--- src/rtl/fifo_burst_reader.sv ---
// fifo_burst_reader: drains a commanded burst from a registered-read FIFO into a valid/ready stream
// Ports:
//   clk, reset_n           clock (posedge), asynchronous active-low reset
//   start, burst_len       1-cycle burst command, accepted only when idle, and its word count
//   fifo_empty, fifo_data  FIFO empty flag and read data (valid the cycle after a read)
//   fifo_rd_en             FIFO read strobe (combinational)
//   m_valid, m_data        output word stream
//   m_last                 marks the final word of the burst
//   m_ready                sink accepts when m_valid && m_ready
//   busy, done             burst in progress / 1-cycle completion pulse
module fifo_burst_reader #(
   parameter int DATA_SIZE = 8,
   parameter int LEN_W     = 8
) (
   input  logic                 clk,
   input  logic                 reset_n,
   input  logic                 start,
   input  logic [LEN_W-1:0]     burst_len,
   input  logic                 fifo_empty,
   input  logic [DATA_SIZE-1:0] fifo_data,
   output logic                 fifo_rd_en,
   output logic                 m_valid,
   output logic [DATA_SIZE-1:0] m_data,
   output logic                 m_last,
   input  logic                 m_ready,
   output logic                 busy,
   output logic                 done
);
   typedef enum logic [1:0] {IDLE, READ, FLUSH, DONE} state_t;
   state_t               state, state_nxt;
   logic [LEN_W-1:0]     len_q, issued_cnt, sent_cnt;
   logic [1:0]           occ;
   logic [DATA_SIZE-1:0] head_q, tail_q;
   logic                 inflight, go, pop, push, shift, wr_head, wr_tail;
   assign go      = (state == IDLE) && start;
   assign pop     = m_valid && m_ready;
   assign push    = inflight;
   assign m_valid = (occ != 2'd0);
   assign m_data  = head_q;
   assign m_last  = m_valid && (sent_cnt == len_q - LEN_W'(1));
   assign busy    = (state != IDLE);
   assign done    = (state == DONE);
   // A word already in flight reserves a slot, so the 2-entry buffer can never overflow.
   assign fifo_rd_en = (state == READ) && !fifo_empty &&
                       ({1'b0, occ} + {2'b00, inflight} - {2'b00, pop} < 3'd2);
   // Head is refilled from the tail on a pop of a full buffer, otherwise straight from the FIFO.
   assign shift   = pop && (occ == 2'd2);
   assign wr_head = push && ((occ == 2'd0) || (occ == 2'd1 && pop));
   assign wr_tail = push && ((occ == 2'd1 && !pop) || (occ == 2'd2 && pop));
   always_comb begin
      state_nxt = state;
      case (state)
         IDLE:    if (start) state_nxt = (burst_len != '0) ? READ : DONE;
         READ:    if (fifo_rd_en && issued_cnt == len_q - LEN_W'(1)) state_nxt = FLUSH;
         FLUSH:   if (pop && m_last) state_nxt = DONE;
         default: state_nxt = IDLE;
      endcase
   end
   always_ff @(posedge clk or negedge reset_n) begin
      if (!reset_n) begin
         state      <= IDLE;
         len_q      <= '0;
         issued_cnt <= '0;
         sent_cnt   <= '0;
         occ        <= 2'd0;
         inflight   <= 1'b0;
         head_q     <= '0;
         tail_q     <= '0;
      end else begin
         state    <= state_nxt;
         inflight <= fifo_rd_en;
         occ      <= occ + {1'b0, push} - {1'b0, pop};
         if (go) begin
            len_q      <= burst_len;
            issued_cnt <= '0;
            sent_cnt   <= '0;
         end else begin
            if (fifo_rd_en) issued_cnt <= issued_cnt + LEN_W'(1);
            if (pop) sent_cnt <= sent_cnt + LEN_W'(1);
         end
         if (shift) head_q <= tail_q;
         else if (wr_head) head_q <= fifo_data;
         if (wr_tail) tail_q <= fifo_data;
      end
   end
   assert property (@(posedge clk) disable iff (!reset_n) !(push && occ == 2'd2 && !pop));
endmodule

--- config.mk ---
export PLATFORM = sky130hd
export DESIGN_NAME = fifo_burst_reader
export DESIGN_NICKNAME = d
export VERILOG_FILES = /design/src/rtl/fifo_burst_reader.sv
export SDC_FILE = /design/constraint.sdc
export NUM_CORES = 1
export LEC_CHECK = 0
export CAP_MARGIN = 5
export CORE_MARGIN = 3
export CORE_UTILIZATION = 40
export CTS_CLUSTER_SIZE = 16
export DETAILED_ROUTE_END_ITERATION = 12
export PLACE_DENSITY = 0.65
export SLEW_MARGIN = 30
export SYNTH_ARGS = -nofsm -noshare
export SYNTH_HDL_FRONTEND = slang
export SYNTH_SLANG_ARGS = --single-unit
export TNS_END_PERCENT = 10
--- constraint.sdc ---
create_clock -name clk -period 8.09 [get_ports clk]
set_input_delay 1.2135 -clock clk [delete_from_list [all_inputs] [get_ports clk]]
set_output_delay 1.2135 -clock clk [all_outputs]
set_load 0.01 [all_outputs]
==> impl_metrics.ini <==
[power_and_ir_drop]
p_leak_nw = 1.34
p_per_area_mw_per_mm2 = 354
swShare_pct = 38.9
power_frac_seq_pct = 37.7
power_frac_clock_pct = 16.2
peakVddDrop_v = 0.000126
combPwrFrac_pct = 46.1
power_switching_uw = 419
p_int_uw = 658

[sta]
hold_viol_final = 0
relSlewSlack_pct = 43.9
final.setup.tns_ps = 0
finalCritPeriodShare_pct = 69.4
rsz0062_at_grt = no
finalMaxSlewViolations = 0
period_minus_slack_ps = 5610
setup-violations-final = 0
skew_ps = 8.13
fmax_mhz = 178
worstMarginPinSlew_ps = 839

[setup_path]
path_class = input port to output port
cp_max_fo = 9
required_ps = 6880
crit_path_start_kind = input port
crit_path_end_kind = output port
r2r-start = occ[1]
r2r_cells = 14
reg2reg_to = state[1]
arrival_ps = 4400
reg2reg_slack_ps = 3860

[cts]
hold_buffers = 0
cts_buffers = 5
cts_sinks = 45
htreeDepth = 2
clockBufferDepth = 2
root_buffer = clkbuf_8
clkLatencyLatePin_ps = 300
cts_resized = 0
tritoncts = yes
postCtsSetupBuffers = 0
cts.clk_slew.worst_paths_ps = 90

[route]
firstDrtPassIters = 4
wl_per_cell_um = 14.8
drc_errors = 0
vias_per_cell = 5.37
num_vias = 1912
first_iter_violations = 86
drtAntennaViolNets = 0
wirelength_um = 5270

[floorplan]
die_w_um = 85.9
die_h_um = 85.9
boundaryPins = 34
initial_core_util_pct = 42.1
coreArea_mm2 = 0.00606
rows = 28
dieArea_mm2 = 0.00738

[flow_run]
maxCapViolCount = 0

[placed_design]
place_congestion = 0.877
numPortBuffers = 33
dp_hpwl_um = 3860

[synth]
syn_inst = 250
async_flop_share_pct = 100
synth_warnings = 0
syn_nets = 281
synth-seq-area-share_pct = 44.1
synth_edf_count = 0
synth_commonest_cells = dfrtp_1 (45), nor2_1 (29), nand2_1 (17), xnor2_1 (15), xor2_1 (15)
syn_area_per_cell_um2 = 10.2
synth_cell_types = 42
synth_area_leaders = dfrtp_1 (44%), mux2_2 (5.7%), xnor2_1 (5.1%), xor2_1 (5.1%), ha_1 (4.4%)
yosysMostFrequentCell = dfrtp_1
synth_top_cell_area_share_pct = 44.1
ys.flop_type = dfrtp_1
synth_area_mm2 = 0.00255
ys_ff_latch = 45
synth_area_leader_cell = dfrtp_1

[grt]
grt_busiest_layer = met2
grt_pass1_vias = 1959
grt_use_met1_pct = 21.5
grt.met2_usage_pct = 24.9
overflow = 0
grtUsageMet3_pct = 3.36
grt_max_degree = 46
grt_pass1_wl_um = 9270
grt_util_all_layers_pct = 15.7
antenna_found_initial = 0

[finish]
final_nets = 311
multiInputGateArea_mm2 = 0.00133
ff_latch_area_mm2 = 0.00113
fillers = 573
post-route-util_pct = 50.1
drive_above_1_share_pct = 11.4
syn2layout_area_growth_pct = 19.0
antenna_cells = 0

[hold_path]
holdPathEnd = tail_q[2]
hp-class = flip-flop to flip-flop
hold_depth = 1
worst_hold_startpoint = tail_q[2]

[status]
status = finished, final reports clean
==> how the worst max path moves through the flow <==
stage / start / slack [ps] / to / cells after the start
after floorplan: m_ready / 3780 / state[1] / 13
after global placement: m_ready / 2530 / fifo_rd_en / 9
after detailed placement: m_ready / 2480 / fifo_rd_en / 9
after CTS: m_ready / 2460 / fifo_rd_en / 10
after global routing: m_ready / 2230 / fifo_rd_en / 10
final: m_ready / 2480 / fifo_rd_en / 10
==> sequential cells by signal, summed over array words and instances (netlist names) <==
name	count
inflight	1
tail_q	8
state	2
issued_cnt	8
occ	2
m_data	8
len_q	8
sent_cnt	8
==> critical path, stage by stage <==
cell and delay, ps:
clkdlybuf4s50_1 440, nand2_1 160, inv_1 130, ha_1 300, inv_1 50, ha_1 180, fa_1 390, xnor2_1 150
nor4b_2 710, clkdlybuf4s50_1 680
==> stage by stage <==
step | setup WS (ps) | instance area, um2 | cells | power, mW | hold WS, ps
after detailed placement | 2480 | 2920 | 348 | 0.911 | 496
after floorplan | 3780 | 2550 | 250 | 0.760 | 479
final | 2480 | 3040 | 356 | 1.08 | 511
after global routing | 2230 | 3040 | 356 | 1.16 | 527
after global placement | 2530 | 2920 | 348 | 0.894 | 487
after CTS | 2460 | 3040 | 356 | 1.09 | 515
==> routing by layer <==
metal | vias to the layer above | share of wire, %
met5 | - | 0
met4 | 0 | 1.4
met3 | 6 | 2.9
met2 | 24 | 49
met1 | 963 | 47
li1 | 919 | -
==> power groups by stage <==
stage          clock network [mW]  logic, mW  registers (mW)
5_1_grt                     0.190      0.554           0.420
2_1_floorplan                   0      0.388           0.372
6_report                    0.174      0.496           0.406
4_1_cts                     0.180      0.503           0.406
3_5_place_dp                    0      0.502           0.410
3_3_place_gp                    0      0.487           0.407
==> layout by cell type (no fill, tap or decap), types with 2 or more instances in the layout <==
cell type / synthesis / layout
nand3b_1: 2 / 2
ha_1: 9 / 9
a21oi_1: 12 / 12
clkdlybuf4s50_1: 0 / 32
nand3_1: 6 / 6
nor4_1: 2 / 2
nand4_1: 6 / 6
dfrtp_1: 45 / 45
or3_1: 2 / 2
mux2_2: 13 / 13
inv_1: 12 / 12
nor3b_1: 4 / 4
nand2b_1: 2 / 2
o21ai_0: 7 / 7
xor2_1: 15 / 15
and3_1: 3 / 3
mux2i_1: 11 / 11
xnor2_1: 15 / 15
nand2_1: 17 / 17
o211ai_1: 3 / 3
nor3_1: 4 / 4
or2_2: 2 / 2
nor2_1: 29 / 29
clkbuf_8: 0 / 5
or4_4: 2 / 2
==> area by class of cell <==
cell class | instances | area share [%]
clock buffer | 5 | 2.26
clock inverter | 3 | 1.52
inverter | 12 | 1.48
multi-input combinational | 183 | 43.8
sequential | 45 | 37.1
tap | 75 | 3.09
timing repair buffer | 33 | 10.8
==> cell families after synthesis <==
logic type | synth area share (%)
flops | 44.1
xor+xnor | 10.3
simple gates | 17.5
fa+ha+maj | 5.59
compound gates | 8.09
buf+inv | 3.82
mux | 10.6
(Power assumes the default switching activity.)
